[config.mk]
export PLATFORM = sky130hd
export DESIGN_NAME = piso_tx_ctrl
export DESIGN_NICKNAME = d
export VERILOG_FILES = /design/src/rtl/piso_tx_ctrl.sv
export SDC_FILE = /design/constraint.sdc
export NUM_CORES = 1
export LEC_CHECK = 0
export CAP_MARGIN = 0
export CELL_PAD_IN_SITES_DETAIL_PLACEMENT = 0
export CELL_PAD_IN_SITES_GLOBAL_PLACEMENT = 2
export CORE_MARGIN = 5
export CORE_UTILIZATION = 27
export CTS_CLUSTER_DIAMETER = 80
export DETAILED_ROUTE_END_ITERATION = 8
export PLACE_DENSITY = 0.88
export SYNTH_ARGS = -nofsm -noshare
export SYNTH_HDL_FRONTEND = slang
export SYNTH_SLANG_ARGS = --single-unit
[constraint.sdc]
create_clock -name clk -period 3.11 [get_ports clk]
set_clock_uncertainty 0.2 [all_clocks]
set_input_delay 0.622 -clock clk [delete_from_list [all_inputs] [get_ports clk]]
set_output_delay 0.622 -clock clk [all_outputs]
set_load 0.01 [all_outputs]
[src/rtl/piso_tx_ctrl.sv]
// piso_tx_ctrl
//   Sequencing controller around a WIDTH-bit parallel-in/serial-out shift
//   register. It accepts parallel words over a valid/ready handshake, shifts
//   each word out LSB first at the pace set by ser_ready, and flags the first
//   and last bit of every frame. After each frame it holds off the producer
//   for GAP_CYCLES idle cycles. With GAP_CYCLES == 0, frames run back-to-back
//   with no gap between them.
//
// Ports
//   clk        rising-edge clock
//   reset_n    synchronous, active-low reset
//   in_valid   producer has a word on in_data
//   in_data    parallel word, sampled only on accept
//   in_ready   controller can accept a word this cycle
//   ser_ready  downstream consumes the current bit this cycle
//   ser_out    current serial bit
//   ser_valid  ser_out holds a valid frame bit
//   ser_first  current bit is bit 0 of the frame
//   ser_last   current bit is bit WIDTH-1 of the frame
//   busy       controller is not idle
//   done       one-cycle pulse after the last bit is consumed
//   abort      synchronous frame cancel
module piso_tx_ctrl #(
  parameter int WIDTH      = 4,
  parameter int GAP_CYCLES = 1
) (
  input  logic             clk,
  input  logic             reset_n,
  input  logic             in_valid,
  input  logic [WIDTH-1:0] in_data,
  output logic             in_ready,
  input  logic             ser_ready,
  output logic             ser_out,
  output logic             ser_valid,
  output logic             ser_first,
  output logic             ser_last,
  output logic             busy,
  output logic             done,
  input  logic             abort
);

  localparam int CW = $clog2(WIDTH);
  // A zero-width gap counter is illegal, so the back-to-back build keeps one
  // unused bit.
  localparam int GW = (GAP_CYCLES > 0) ? $clog2(GAP_CYCLES + 1) : 1;
  localparam bit BACK_TO_BACK = (GAP_CYCLES == 0);
  localparam logic [CW-1:0] LAST_IDX = CW'(WIDTH - 1);
  localparam logic [GW-1:0] GAP_LOAD = GW'(GAP_CYCLES);

  typedef enum logic [1:0] {
    IDLE  = 2'd0,
    SHIFT = 2'd1,
    GAP   = 2'd2
  } state_t;

  state_t          state;
  logic [WIDTH-1:0] sreg;
  logic [CW-1:0]    cnt;
  logic [GW-1:0]    gap_cnt;
  logic             done_q;

  logic last_bit;
  logic frame_end;
  logic accept;

  assign last_bit  = (state == SHIFT) && (cnt == LAST_IDX);
  assign frame_end = last_bit && ser_ready;

  // NOTE: in_ready is a pure combinational decode with every term always
  // assigned, so no latch is inferred. It is gated by reset_n and abort
  // because neither condition may accept a word.
  assign in_ready = reset_n && !abort &&
                    ((state == IDLE) || (BACK_TO_BACK && frame_end));
  assign accept   = in_valid && in_ready;

  // NOTE: all state updates use non-blocking assignments. Every register
  // therefore sees the pre-edge values of the others, which matches the
  // hardware.
  always_ff @(posedge clk) begin
    if (!reset_n) begin
      state   <= IDLE;
      sreg    <= '0;
      cnt     <= '0;
      gap_cnt <= '0;
      done_q  <= 1'b0;
    end else if (abort) begin
      // abort outranks ser_ready and in_valid; the frame is dropped silently
      state   <= IDLE;
      sreg    <= '0;
      cnt     <= '0;
      gap_cnt <= '0;
      done_q  <= 1'b0;
    end else begin
      done_q <= 1'b0;
      unique case (state)
        IDLE: begin
          if (accept) begin
            sreg  <= in_data;
            cnt   <= '0;
            state <= SHIFT;
          end
        end
        SHIFT: begin
          if (ser_ready) begin
            if (cnt == LAST_IDX) begin
              done_q <= 1'b1;
              cnt    <= '0;
              if (accept) begin
                // back-to-back: the next word follows with no bubble
                sreg  <= in_data;
                state <= SHIFT;
              end else if (!BACK_TO_BACK) begin
                sreg    <= '0;
                gap_cnt <= GAP_LOAD;
                state   <= GAP;
              end else begin
                sreg  <= '0;
                state <= IDLE;
              end
            end else begin
              sreg <= {1'b0, sreg[WIDTH-1:1]};
              cnt  <= cnt + CW'(1);
            end
          end
        end
        GAP: begin
          if (gap_cnt <= GW'(1)) begin
            gap_cnt <= '0;
            state   <= IDLE;
          end else begin
            gap_cnt <= gap_cnt - GW'(1);
          end
        end
        default: state <= IDLE;
      endcase
    end
  end

  // Outputs decode registered state only; no input reaches them.
  assign ser_valid = (state == SHIFT);
  assign ser_out   = ser_valid && sreg[0];
  assign ser_first = ser_valid && (cnt == '0);
  assign ser_last  = last_bit;
  assign busy      = (state != IDLE);
  assign done      = done_q;

endmodule
==> qor.yml <==
run_status:
  status: "finished, final reports clean"
power_and_ir_drop:
  p_leak_nw: 0.3082
  peakVddDrop_uv: 200.6
  power.density_nw_per_um2: 337.9
yosys:
  async_flop_share_pct: 0
  syn_avg_cell_area_um2: 8.842
  synth-warning-count: 0
  synth-edff-count: 0
  synth_commonest_cells: "dfxtp_1, nand2_1, o21ai_1, and3b_1, nor2b_1"
  synthCells: 60
  synth.yosys.seq_area_share_pct: 33.96
  synth_ff_type: "dfxtp_1"
  yosys.area.top_type: "dfxtp_1"
  syn_area_um2: 530.5
  ys_types: 23
  synth_top_area_share_pct: 33.96
  syn_nets: 71
  ys_ff_latch: 9
  synth_top_cells_by_area: "dfxtp_1, and3b_1, mux2i_1"
  synth.most_common_cell: "dfxtp_1"
critical_path:
  crit_start: "reset_n"
  crit_type: "primary input to output pin"
  slowest_stage: "clkdlybuf4s50_1"
  crit_required_ps: 2290
  path_max_fanout: 5
  critical_path.cell_chain: "clkdlybuf4s50_1, nand2b_1, nor2_1, clkdlybuf4s50_1"
  cp-start-kind: "primary input"
  reg2reg_from: "cnt[0]"
  timing.critical_path.mode_cell: "clkdlybuf4s50_1"
  cpPeakStageDelay_ps: 540
  arrival_ps: 1950
  end_kind: "output pin"
die:
  die_x_um: 54.33
  core_area_um2: 1922
  ioPinCount: 16
  start_util_pct: 27.60
  die_area_um2: 2951
  rows: 16
  die_h_um: 54.33
cells_and_area:
  final_area_um2: 740.7
  n_antenna_cell: 0
  layout.nets: 91
  drive_gt1_share_pct: 7.595
  syn_to_final_growth_pct: 39.62
global_routing:
  grt_pass1_vias: 432
  grt_pass1_wl_mm: 1.932
  overflow: 0
  grt_usage_pct: 9.142
  grt_max_degree: 16
  antenna_found_initial: 0
clock_network:
  clock_path_buffers: 2
  cts_root_buffer: "clkbuf_4"
  hold_buffers: 0
  h-tree-depth: 1
  clk_pin_slew_worst_paths_ps: 70
  cts.sinks: 9
  clk_latency_ps: 260
  postCtsSetupRepairBufs: 0
  postCtsResizedCells: 0
  cts_made_buffers: 3
  cts_tree: "built"
job:
  cap_violations: 0
timing:
  tns_ps: 0
  fin_hold_ws_ps: 263.5
  rsz0062_at_grt: "false"
  tightest_slew_ps: 329.6
  setup_viol: 0
  drv_slew: 0
  hold_viol_final: 0
  post-route-period-util_pct: 89.14
  maxSlewHeadroom_pct: 78.00
  post-route-min-period_ps: 2772
  max_freq_ghz: 0.3607
detailed_routing:
  wire_per_inst_um: 10.89
  vias_per_cell: 4.462
  ant_nets: 0
  first_pass_iters: 3
  remaining_drc_errors: 0
  drt-initial-drc-count: 3
  routed_wl_mm: 1.154
  dr_total_vias: 473
place:
  dpl.hpwl_um: 840.4
  placed_cell_area_um2: 714.4
  numPortBuffers: 15
  gp_congestion: 0.7018
worst_hold_path:
  min-delay-path-class: "flip-flop to flip-flop"
  hp-start: "sreg[0]"
## metrics by stage
stage	setup WS [ps]	util (%)	instances	total power, mW
after global routing	260.8	38.54	106	0.2621
after detailed placement	343.0	37.17	102	0.1608
final	337.9	38.54	106	0.2503
after global placement	347.3	37.17	102	0.1607
after floorplan	1313	-	60	0.1400
after CTS	328.4	38.54	106	0.2551
## placed cells by master, fill, tap and decap left out, types with 2 or more instances in the layout
| cell type | Yosys | layout |
|---|---|---|
| inv_1 | 2 | 2 |
| a21o_1 | 2 | 2 |
| and3_1 | 2 | 2 |
| dfxtp_1 | 9 | 9 |
| nor2b_1 | 4 | 4 |
| and2b_1 | 3 | 3 |
| mux2i_1 | 3 | 3 |
| and3b_1 | 4 | 4 |
| ha_1 | 2 | 2 |
| o21ai_1 | 6 | 6 |
| nand2_1 | 6 | 6 |
| nand2b_1 | 2 | 2 |
| clkdlybuf4s50_1 | 0 | 15 |
| a21oi_1 | 3 | 3 |
| clkbuf_4 | 0 | 3 |
| and2_1 | 3 | 3 |
## layout make-up
cell class / instances / area (um^2)
clock buffer: 4 / 26.28
sequential: 9 / 180.2
tap: 27 / 33.78
multi-input combinational: 48 / 335.3
fill: 206 / 1181
timing repair buffer: 16 / 157.7
inverter: 2 / 7.507
## worst max-delay path: cells and delay by family
family,cells,cell delay [ps]
buf+inv,2,1050
simple gates,2,270
## final timing paths
check,to,slack [ps],cells after the start
worst min register to register,sreg[0],260,2
worst min-delay path,sreg[0],260,2
worst max-delay path,in_ready,340,4
worst max register to register,cnt[1],1690,5
## kinds of logic after synthesis
group / count (synthesis) / share of synthesized area, %
mux: 3 / 5.661
compound gates: 13 / 15.09
flops: 9 / 33.96
buf+inv: 3 / 2.831
simple gates: 30 / 37.73
fa+ha+maj: 2 / 4.716
## power by group
| part | switching [mW] | total, mW | internal, mW |
|---|---|---|---|
| Clock | 0.0428 | 0.0924 | 0.0495 |
| Combinational | 0.0163 | 0.0397 | 0.0234 |
| Sequential | 0.00107 | 0.118 | 0.117 |
## registers in the layout (all words and copies together) (netlist names)
register,cells
cnt,2
done,1
sreg,4
state,2
## metal layers
layer | vias up | track usage, % | routed length (um)
li1 | 246 | - | -
met1 | 212 | 11.89 | 554
met2 | 13 | 12.75 | 504
met3 | 2 | 4.360 | 85
met4 | 0 | 3.734 | 10
met5 | - | 0 | 0
Note: power is estimated with default switching activity, not from simulation.
